## config.mk

```make
export PLATFORM = sky130hd
export DESIGN_NAME = rom_dl_seq
export DESIGN_NICKNAME = d
export VERILOG_FILES = /design/src/rtl/rom_dl_seq.sv
export SDC_FILE = /design/constraint.sdc
export NUM_CORES = 1
export LEC_CHECK = 0
export ABC_AREA = 1
export BUFFER_PORTS_ARGS = -buffer_cell sky130_fd_sc_hd__buf_4
export CORE_UTILIZATION = 45
export DETAILED_ROUTE_END_ITERATION = 6
export PLACE_DENSITY = 0.72
export SLEW_MARGIN = 0
export SYNTH_ARGS = -nofsm -noshare
export SYNTH_HDL_FRONTEND = slang
export SYNTH_SLANG_ARGS = --single-unit
```

## constraint.sdc

```tcl
create_clock -name clk -period 2.3 [get_ports clk]
set_clock_uncertainty 0.05 [all_clocks]
set_input_delay 0 -clock clk [delete_from_list [all_inputs] [get_ports clk]]
set_output_delay 0 -clock clk [all_outputs]
set_load 0.03 [all_outputs]
```

## src/rtl/rom_dl_seq.sv

```systemverilog
// rom_dl_seq: buffers ioctl download bytes through a 2-entry FIFO into the core ROM port,
// decodes ROM regions, checks download length and sequences core reset.
module rom_dl_seq #(
    parameter logic [15:0] EXP_BYTES     = 16'h6200,
    parameter int          HOLD_CYCLES   = 64,
    parameter logic [63:0] REGION_LIMITS = {16'h4000, 16'h5000, 16'h6000, 16'h6200}
) (
    input  logic        clk,
    input  logic        reset,
    input  logic        ioctl_download,
    input  logic        ioctl_wr,
    input  logic [24:0] ioctl_addr,
    input  logic [7:0]  ioctl_dout,
    input  logic        pop_stall,
    output logic        ioctl_wait,
    output logic        dn_wr,
    output logic [15:0] dn_addr,
    output logic [7:0]  dn_data,
    output logic [1:0]  dn_sel,
    output logic        core_reset,
    output logic        dl_done,
    output logic        dl_error,
    output logic [15:0] byte_count
);
    typedef enum logic [2:0] {IDLE, LOAD, DRAIN, HOLD, RUN} state_t;
    state_t      state_q, state_d;
    logic        dl_prev_q;
    logic [24:0] mem_q [2];
    logic        wr_q, rd_q;
    logic [1:0]  cnt_q;
    logic        dn_wr_q;
    logic [15:0] dn_addr_q;
    logic [7:0]  dn_data_q;
    logic [1:0]  dn_sel_q;
    logic        dl_done_q, done_d;
    logic        dl_error_q, err_d;
    logic [15:0] byte_count_q, bc_d, bc_base;
    logic [15:0] hold_q, hold_d;
    logic        dl_rise, push_try, push, drop, pop, head_ok, wr_ok;
    logic [24:0] head;
    logic [1:0]  sel;
    assign dl_rise  = ioctl_download & ~dl_prev_q;
    // pushes are accepted only inside a download this block has seen start
    assign push_try = ioctl_wr & ioctl_download & (state_q == LOAD | dl_rise);
    assign push     = push_try & (cnt_q != 2'd2);
    assign drop     = push_try & ~push;
    assign pop      = (cnt_q != 2'd0) & ~pop_stall & (state_q == LOAD | state_q == DRAIN);
    assign head     = mem_q[rd_q];
    assign head_ok  = ~head[24] & (head[23:8] < REGION_LIMITS[15:0]);
    assign wr_ok    = pop & head_ok;
    assign sel      = head[23:8] < REGION_LIMITS[63:48] ? 2'd0 :
                      head[23:8] < REGION_LIMITS[47:32] ? 2'd1 :
                      head[23:8] < REGION_LIMITS[31:16] ? 2'd2 : 2'd3;
    assign ioctl_wait = (cnt_q == 2'd2) | ((cnt_q == 2'd1) & push);
    assign dn_wr      = dn_wr_q;
    assign dn_addr    = dn_addr_q;
    assign dn_data    = dn_data_q;
    assign dn_sel     = dn_sel_q;
    assign core_reset = state_q != RUN;
    assign dl_done    = dl_done_q;
    assign dl_error   = dl_error_q;
    assign byte_count = byte_count_q;
    always_comb begin
        state_d = state_q;
        hold_d  = hold_q;
        done_d  = dl_done_q;
        err_d   = (dl_rise ? 1'b0 : dl_error_q) | drop | (pop & ~head_ok);
        bc_base = dl_rise ? 16'h0000 : byte_count_q;
        bc_d    = bc_base + 16'(wr_ok & (bc_base != 16'hFFFF));
        if (dl_rise) begin
            state_d = LOAD;
            hold_d  = '0;
            done_d  = 1'b0;
        end else begin
            unique case (state_q)
                LOAD:  if (!ioctl_download) state_d = DRAIN;
                DRAIN: if (cnt_q == 2'd0) begin
                    state_d = HOLD;
                    hold_d  = '0;
                    if (byte_count_q != EXP_BYTES) err_d = 1'b1;
                end
                // an errored download parks at the end of HOLD until the next download
                HOLD:  if (hold_q != 16'(HOLD_CYCLES - 1)) hold_d = hold_q + 16'd1;
                       else if (!dl_error_q) begin
                           state_d = RUN;
                           done_d  = 1'b1;
                       end
                default: ;
            endcase
        end
    end
    always_ff @(posedge clk) begin
        if (push) mem_q[wr_q] <= {|ioctl_addr[24:16], ioctl_addr[15:0], ioctl_dout};
    end
    always_ff @(posedge clk or posedge reset) begin
        if (reset) begin
            state_q      <= IDLE;
            dl_prev_q    <= 1'b1;
            wr_q         <= 1'b0;
            rd_q         <= 1'b0;
            cnt_q        <= 2'd0;
            dn_wr_q      <= 1'b0;
            dn_addr_q    <= '0;
            dn_data_q    <= '0;
            dn_sel_q     <= '0;
            dl_done_q    <= 1'b0;
            dl_error_q   <= 1'b0;
            byte_count_q <= '0;
            hold_q       <= '0;
        end else begin
            state_q      <= state_d;
            dl_prev_q    <= ioctl_download;
            wr_q         <= wr_q ^ push;
            rd_q         <= rd_q ^ pop;
            cnt_q        <= cnt_q + 2'(push) - 2'(pop);
            dn_wr_q      <= wr_ok;
            dl_done_q    <= done_d;
            dl_error_q   <= err_d;
            byte_count_q <= bc_d;
            hold_q       <= hold_d;
            if (wr_ok) begin
                dn_addr_q <= head[23:8];
                dn_data_q <= head[7:0];
                dn_sel_q  <= sel;
            end
        end
    end
endmodule

```

==> results.toml, run 1 <==
[global_route]
first_global_vias = 4773
grt_pass1_wl_mm = 22.0
grt_overflow = 0
track_usage_pct = 21.8
grt_max_degree = 70
antenna_found_initial = 0

[run]
maxCapViolations = 0

[route]
firstDrtPassIters = 5
wirelength_mm = 13.9
drc_errors = 0
drt-initial-drc-count = 346
wl_per_cell_um = 14.3
drtAntennaViolNets = 0
vias_per_cell = 5.08
vias = 4924

[die]
io_pins = 85
core_mm2 = 0.0122
start_util_pct = 46.8
fp.dieH_um = 114
die_w_um = 114
num_rows = 40
die-area_mm2 = 0.0131

[sta]
rsz0062_at_grt = "true"
final_hold_viol_count = 0
holdWs_ps = 166
setup_viol = 0
fin_crit_ps = 2260
worstMarginPinSlew_ps = 488
fmax_mhz = 443
slew_headroom_pct = 67.2
slew_viol_final = 0
period_share_pct = 98.0

[worst_setup_path]
path_class = "flip-flop to flip-flop"
cp_data_arrival_time_ps = 2500
required_ps = 2550
crit_fanout = 8
start_kind = "flip-flop"
critPathCaptureType = "flip-flop"

[yosys]
yosys_warnings = 0
ys_types = 33
ys_seq_area_share_pct = 56.7
postSynthCellCount = 645
synth_top_area_share_pct = 29.9
syn_avg_cell_area_um2 = 8.83
ys.flop_type = "dfrtp_1"
synthTopCellsByArea = "dfrtp_1 (30%), edfxtp_1 (26%), nand2_1 (16%), nand4_1 (4.8%), nor2_1 (3.9%)"
synth_edf_count = 50
synth_nets = 690
synth_top_area_cell = "dfrtp_1"
ys_async_sr_fraction_pct = 58.0
synth_area_mm2 = 0.00569
ys_seq_elements = 119

[finish]
fillerInstances = 982
nNetsFinal = 834
mostFrequentLayoutCells = "nand2_1 (231), buf_4 (108), dfrtp_1 (68)"
final_common_cell = "nand2_1"
drive_gt1_share_pct = 26.3
num_antenna_cells = 0
fin_cells = 970
synthToLayoutAreaGrowth_pct = 36.9

[clocking]
clock-root-buffer = "clkbuf_16"
cts_made_buffers = 17
clockBufferDepth = 2
htreeDepth = 4
cts_tree = "built"
clock_sink_count = 119
path_clk_slew_ps = 60
clkLatencyLatePin_ps = 420

[power]
pwr-share-clk_pct = 31.6
comb_power_share_pct = 34.3
power.density_mw_per_mm2 = 1060
switchingPower_mw = 3.07
p_int_mw = 5.17
ir_drop_v = 0.000723
pwr-share-seq_pct = 34.1
p_sw_share_pct = 37.2
power_leakage_nw = 3.72

[placement]
place_congestion = 0.882
io_buffers = 84
place_inst = 901
dp_hpwl_mm = 8.95

[hold_path]
min_path_type = "input pin to asynchronous set/reset pin"

[status]
outcome = "finished, final reports clean"
==> flip-flops by register name, summed over array words and instances (netlist names), 2 cells and up <==
signal	count
mem_q	50
dn_data	8
dn_addr	16
byte_count	16
hold_q	16
cnt_q	2
state_q	3
dn_sel	2
==> worst paths after layout <==
check | to | start | slack [ps] | cells past startpoint
min in group clk | dl_error | pop_stall | 170 | 7
worst max register to register | byte_count[7] | dl_prev_q | 40 | 13
worst min register to register | state_q[0] | state_q[0] | 420 | 2
worst max-delay path | byte_count[7] | dl_prev_q | 40 | 13
worst min-delay path | byte_count[14] | reset | 170 | 4
max in group asynchronous | dl_prev_q | reset | 1690 | 4
==> cells by family (layout without fill, tap and decap cells) <==
group	after synthesis	in the layout	share of synthesized area, %
AOI/OAI and AO/OA	10	10	1.08
DFF	119	119	56.7
adders and majority gates	7	7	1.54
muxes	1	1	0.396
and+or+nand+nor	416	416	31.9
xor gates and xnor gates	14	14	2.15
buffers and inverters	78	235	6.24
==> per-stage QoR <==
stage	setup TNS, ps	instance area (um^2)	worst slack, ps	util (%)	power [mW]
2_1_floorplan	0	5700	1.44	-	4.58
3_3_place_gp	0	6630	35.0	54.5	5.38
3_5_place_dp	-609	6630	-110	54.5	5.46
4_1_cts	-25.9	7520	-22.9	61.9	8.11
5_1_grt	-362	7790	-79.7	64.1	8.69
6_report	0	7790	44.9	64.1	8.24
==> cell usage after synthesis, types with 3 or more instances <==
cell type  count
xnor2_1        5
or2_2          4
edfxtp_1      50
nor2_1        59
nor3_1         8
nand4_1       44
xor2_1         9
buf_4          3
inv_1         51
nand2_1      248
buf_6          6
buf_2          5
ha_1           7
inv_2          8
nand3_1       41
clkbuf_1       5
dfrtp_1       68
==> routing by layer <==
metal | GRT usage (%) | wire length (um) | share of wire (%)
met5 | 0 | 0 | 0
met4 | 7.97 | 244 | 1.8
met3 | 5.24 | 827 | 5.9
met2 | 36.8 | 6840 | 49
met1 | 27.5 | 6000 | 43
==> power groups by stage <==
stage	combinational (mW)	sequential (mW)	clock, mW
2_1_floorplan	1.40	3.18	0
4_1_cts	2.68	2.80	2.64
3_3_place_gp	2.56	2.82	0
5_1_grt	3.11	2.84	2.74
3_5_place_dp	2.63	2.83	0
6_report	2.83	2.81	2.60
==> what timing repair did <==
action	4_1_cts	5_1_grt
hold buffers	30	0
setup buffers	0	7
pin swaps	1	19
gates resized for setup	5	59
endpoints found under the hold margin	122	0
gates cloned	0	0
endpoints found under the setup margin	11	12
==> final cells by class <==
type | instances | area [um^2] | share of cell area [%]
Clock inverter | 13 | 149 | 1.91
Timing Repair Buffer | 144 | 1230 | 15.7
Clock buffer | 19 | 433 | 5.55
Tap cell | 168 | 210 | 2.70
Inverter | 59 | 221 | 2.84
Multi-Input combinational cell | 448 | 2320 | 29.8
Sequential cell | 119 | 3230 | 41.4
==> worst max-delay path, cell delays in order, from the launching register on <==
cell	delay, ps
dfstp_2	540
inv_2	40
nand2_4	110
buf_4	150
nand3_1	110
inv_2	90
nand3_2	80
nor3_4	240
nor2_4	70
ha_1	230
nand3_4	110
nor2_2	70
buf_4	130
xnor2_1	110
Power figures use the tool's default switching activity.
==> run 2, diff against run 1 <==
--- a/config.mk
+++ b/config.mk
@@ -9,7 +9,9 @@
 export BUFFER_PORTS_ARGS = -buffer_cell sky130_fd_sc_hd__buf_4
 export CORE_UTILIZATION = 45
 export DETAILED_ROUTE_END_ITERATION = 6
-export PLACE_DENSITY = 0.72
+export PLACE_DENSITY_LB_ADDON = 0.2
+export REMOVE_ABC_BUFFERS = 1
+export SETUP_SLACK_MARGIN = 0.5
 export SLEW_MARGIN = 0
 export SYNTH_ARGS = -nofsm -noshare
 export SYNTH_HDL_FRONTEND = slang
==> run 2 against run 1 <==
Flip-flop and latch count unchanged. Non-clock buffer count grew 39. Sequential power is essentially flat. Wire length increased by 10%. Critical path type unchanged. Highest routed layer unchanged.
==> results.toml, run 2 (synthesized netlist as in run 1, its figures left out) <==
[sta]
final_hold_viol_count = 0
fin_crit_ps = 2280
setup_slack_ps = 20.7
fmax_mhz = 439
period_share_pct = 99.1
rsz0062_at_grt = "true"
worstMarginPinSlew_ps = 535
tns_ps = 0
slew_headroom_pct = 64.3
slew_viol_final = 0
setup_viol = 0

[placement]
place_area_mm2 = 0.00663
place_congestion = 0.893
io_buffers = 84
place_inst = 902
place_ws_ps = -93.4
dp_hpwl_mm = 8.69

[route]
wl_per_cell_um = 15.2
drtAntennaViolNets = 0
wirelength_mm = 15.3
vias = 5147
firstDrtPassIters = 5
vias_per_cell = 5.10
drc_errors = 0
drt-initial-drc-count = 341

[global_route]
first_global_vias = 4956
grt_max_degree = 49
grt_pass1_wl_mm = 23.4
grt_overflow = 0
track_usage_pct = 23.5
antenna_found_initial = 0

[power]
power.density_mw_per_mm2 = 1030
ir_drop_v = 0.000935
power_leakage_nw = 4.01

[hold_path]
min_path_type = "input pin to flip-flop"

[finish]
fin_cells = 1009
final_common_cell = "nand2_1"
nNetsFinal = 873
final_area_mm2 = 0.00833
fillerInstances = 912
largest_register = "mem_q"
num_antenna_cells = 0
synthToLayoutAreaGrowth_pct = 46.3
largest_reg_flops = 50
drive_gt1_share_pct = 31.7
mostFrequentLayoutCells = "nand2_1 (225), buf_4 (135), dfrtp_1 (67)"

[worst_setup_path]
crit_fanout = 5
max_stage_delay_ps = 430
path_class = "flip-flop to flip-flop"
required_ps = 2540
cp_data_arrival_time_ps = 2520
path_cells = "buf_6 -> nand2_2 -> nand2_2 -> nor2_2 -> nand3_2 -> nand2_4 -> nand3_4 -> nor2_4 -> ha_4 -> inv_4 -> nor2_4 -> nand2_2 -> nor2_2 -> nand2_1 -> xor2_1"
crit_path_top_delay_cell = "dfrtp_1"
cpMostUsedCell = "nand2_2"
start_kind = "flip-flop"
critPathCaptureType = "flip-flop"

[clocking]
clockBufferDepth = 2
clock_sink_count = 119
cts_tree = "built"
clock-root-buffer = "clkbuf_16"
path_clk_slew_ps = 60
clkLatencyLatePin_ps = 420
htreeDepth = 4
cts_made_buffers = 17

[die]
die_w_um = 114
io_pins = 85
fp.dieH_um = 114
die-area_mm2 = 0.0131
core_mm2 = 0.0122
start_util_pct = 46.8
num_rows = 40

[status]
outcome = "finished, final reports clean"

[run]
maxCapViolations = 0
==> run 2: cell count changes in the layout (fill, tap and decap cells not counted), moves of 4 or more <==
| cell | before | now |
|---|---|---|
| nand3_2 | 4 | 8 |
| nand3_1 | 35 | 29 |
| nand2_2 | 13 | 18 |
| nand2_1 | 231 | 225 |
| buf_6 | 0 | 7 |
| buf_4 | 108 | 135 |
==> run 2: area by class of cell <==
class                   instances  area [um^2]  share of cell area (%)
clock buffers                  21          460                    5.53
repair buffers                183         1600                    19.2
multi-input cells             448         2450                    29.4
well taps                     168          210                    2.52
flip-flops and latches        119         3230                    38.8
clock inverters                11          146                    1.76
inverters                      59          229                    2.75
==> run 2: power by group <==
part	total, mW	switching [mW]	internal, mW
Combinational	3.06	1.91	1.15
Clock	2.70	0.941	1.76
Sequential	2.78	0.206	2.57
==> run 2: final timing paths <==
path	startpoint	to	slack, ps	depth (start not counted)
max in group asynchronous	reset	dl_prev_q	1350	4
max	rd_q	byte_count[9]	20	15
min	ioctl_download	state_q[1]	20	6
min in group asynchronous	reset	dn_addr[5]	140	3
min reg2reg	dn_addr[1]	dn_addr[1]	420	2
max reg2reg	rd_q	byte_count[9]	20	15
==> run 2: metrics by stage <==
step	utilization [%]	hold slack [ps]	power, mW
floorplan	-	-45.5	4.42
global placement	54.5	19.8	5.32
detailed placement	54.5	28.8	5.39
CTS	65.7	-331	8.42
global route	68.5	30.2	8.98
finish	68.5	16.3	8.54
==> run 2: metal layers <==
layer	part of all wire (%)	wire length, um	vias up	global-route usage [%]
met1	41	6310	2425	29.4
met2	50	7650	192	38.9
met5	0	0	-	0
met3	5.5	847	52	5.98
li1	-	-	2478	-
met4	3.3	505	0	9.87
==> run 2: timing repair <==
action | 4_1_cts | 5_1_grt
setup endpoints to repair | 85 | 117
pin swaps | 17 | 26
setup buffers | 28 | 11
hold endpoints to repair | 73 | 1
gates cloned | 2 | 1
hold buffers | 32 | 1
gates resized for setup | 44 | 57
==> run 2: worst max-delay path, delay by kind of cell, from the launching register on <==
family,cells,cell delay (ps)
buffers and inverters,2,200
adders and majority gates,1,160
and+or+nand+nor,11,1170
xor gates and xnor gates,1,160
DFF,1,430
==> run 3, diff against run 2 <==
--- a/config.mk
+++ b/config.mk
@@ -8,6 +8,7 @@
 export ABC_AREA = 1
 export BUFFER_PORTS_ARGS = -buffer_cell sky130_fd_sc_hd__buf_4
 export CORE_UTILIZATION = 45
+export CTS_BUF_LIST = sky130_fd_sc_hd__clkbuf_16
 export DETAILED_ROUTE_END_ITERATION = 6
 export PLACE_DENSITY_LB_ADDON = 0.2
 export REMOVE_ABC_BUFFERS = 1
==> constraint.sdc (replaced) <==
create_clock -name clk -period 2.3 [get_ports clk]
set_clock_uncertainty 0.05 [all_clocks]
set_input_delay 0.46 -clock clk [delete_from_list [all_inputs] [get_ports clk]]
set_output_delay 0.46 -clock clk [all_outputs]
set_load 0.03 [all_outputs]
==> run 3 against run 2 <==
The flow now finishes with violations (negative setup slack). Total power up 2.5%. Wire length is 2.6% higher. Sequential power barely moved. Via count shrank 0.51%. Combinational power rose by 13%. Fmax is 2.5% lower. Die area unchanged. Hold slack better by 41 ps. Largest power group unchanged. Highest routed layer unchanged.
==> results.toml, run 3 (synthesized netlist as in run 1, its figures left out) <==
[sta]
setup_viol = 1
holdWs_ps = 57.6
fin_crit_ps = 2340
worstMarginPinSlew_ps = 584
final_hold_viol_count = 0
setup_slack_ps = -36.6
slew_headroom_pct = 61.0
slew_viol_final = 0
period_share_pct = 102
fmax_mhz = 428
rsz0062_at_grt = "true"

[global_route]
track_usage_pct = 24.6
grt_overflow = 0
first_global_vias = 4958
grt_pass1_wl_mm = 24.3
grt_max_degree = 28
antenna_found_initial = 0

[status]
failed_checks = "negative setup slack"
outcome = "finished with violations"

[route]
drc_errors = 0
firstDrtPassIters = 4
wirelength_mm = 15.7
drt-initial-drc-count = 380
vias = 5121
wl_per_cell_um = 15.8
vias_per_cell = 5.15
drtAntennaViolNets = 0

[worst_setup_path]
crit_fanout = 5
required_ps = 2550
crit_path_top_delay_cell = "dfrtp_2"
cp_data_arrival_time_ps = 2580
max_stage_delay_ps = 460
critPathCaptureType = "flip-flop"
reg2regPathDepth = 15
path_cells = "buf_6 -> nand2_2 -> nand2_2 -> nor2_2 -> nand3_2 -> nand2_4 -> nand3_4 -> nor2_4 -> ha_4 -> inv_2 -> nor2_4 -> nand2_1 -> nor2_2 -> nand2_1 -> xor2_1"
start_kind = "flip-flop"
path_class = "flip-flop to flip-flop"

[clocking]
clock_sink_count = 119
hold_buffers = 0
cts_made_buffers = 17
clock-root-buffer = "clkbuf_16"
path_clk_slew_ps = 60
htreeDepth = 4
clkLatencyLatePin_ps = 420
cts_tree = "built"
clockBufferDepth = 2

[finish]
final_area_mm2 = 0.00836
final_common_cell = "nand2_1"
drive_gt1_share_pct = 36.4
largest_register = "mem_q"
finalCoreUtilization_pct = 68.8
fin_cells = 995
synthToLayoutAreaGrowth_pct = 46.9
mostFrequentLayoutCells = "nand2_1 (223), buf_4 (134), dfrtp_1 (66)"
nNetsFinal = 859
fillerInstances = 921
num_antenna_cells = 0
largest_reg_flops = 50

[die]
num_rows = 40
fp.dieH_um = 114
start_util_pct = 46.8
die-area_mm2 = 0.0131
core_mm2 = 0.0122
die_w_um = 114
io_pins = 85

[placement]
place_area_mm2 = 0.00675
place_congestion = 0.898
dp_hpwl_mm = 9.27
io_buffers = 84
place_inst = 918

[power]
ir_drop_v = 0.000658
power_leakage_nw = 3.99
power.density_mw_per_mm2 = 1050
p_sw_share_pct = 37.9
pwr-share-clk_pct = 28.3
comb_power_share_pct = 39.7
pwr-share-seq_pct = 32.0
switchingPower_mw = 3.32
p_int_mw = 5.43

[hold_path]
min_path_type = "input pin to asynchronous set/reset pin"

[run]
maxCapViolations = 0
[run 3: layout make-up]
cell class | count | area [um^2] | share of cell area [%]
clock buffers | 17 | 425 | 5.09
clock inverters | 15 | 129 | 1.54
inverters | 59 | 226 | 2.71
multi-input cells | 449 | 2540 | 30.4
flip-flops and latches | 119 | 3230 | 38.6
well taps | 168 | 210 | 2.51
repair buffers | 168 | 1600 | 19.2
[run 3: power groups by stage]
stage | Combinational, mW | Clock, mW | Sequential [mW]
after floorplan | 1.18 | 0 | 3.24
after global placement | 2.60 | 0 | 2.79
after detailed placement | 2.67 | 0 | 2.80
after CTS | 3.10 | 2.51 | 2.78
after global routing | 3.74 | 2.61 | 2.83
final | 3.47 | 2.48 | 2.80
[run 3: worst paths after layout]
kind	from	to	slack, ps
max reg2reg	rd_q	byte_count[9]	-40
min	reset	byte_count[5]	60
max	rd_q	byte_count[9]	-40
min in group clk	ioctl_addr[15]	mem_q[1][23]	170
min reg2reg	dn_addr[1]	dn_addr[1]	420
max in group asynchronous	reset	dn_addr[10]	1430
[run 3: worst max-delay path: cells and delay by family (launching register included)]
kind / cells / cell delay, ps
XOR/XNOR: 1 / 170
adder cells (fa/ha/maj): 1 / 150
AND/OR/NAND/NOR: 11 / 1170
buffers and inverters: 2 / 200
flip-flops: 1 / 460
[run 3: repair_timing]
item / 4_1_cts / 5_1_grt
endpoints found under the hold margin: 0 / 0
pin swaps: 20 / 27
setup buffers: 22 / 13
endpoints found under the setup margin: 87 / 118
gates resized for setup: 72 / 68
gates cloned: 8 / 2
[run 3: metrics by stage]
step	setup slack, ps	setup TNS [ps]	power [mW]
finish	-36.6	-36.6	8.75
global route	-122	-313	9.18
CTS	55.5	0	8.38
detailed placement	-137	-1990	5.47
global placement	-49.8	-252	5.39
floorplan	-837	-22770	4.42
[run 3: metal layers]
layer	up-vias	track usage [%]	wire length, um
li1	2459	-	-
met1	2464	30.5	6540
met2	166	41.7	7980
met3	32	5.13	808
met4	0	10.4	383
met5	-	0	0
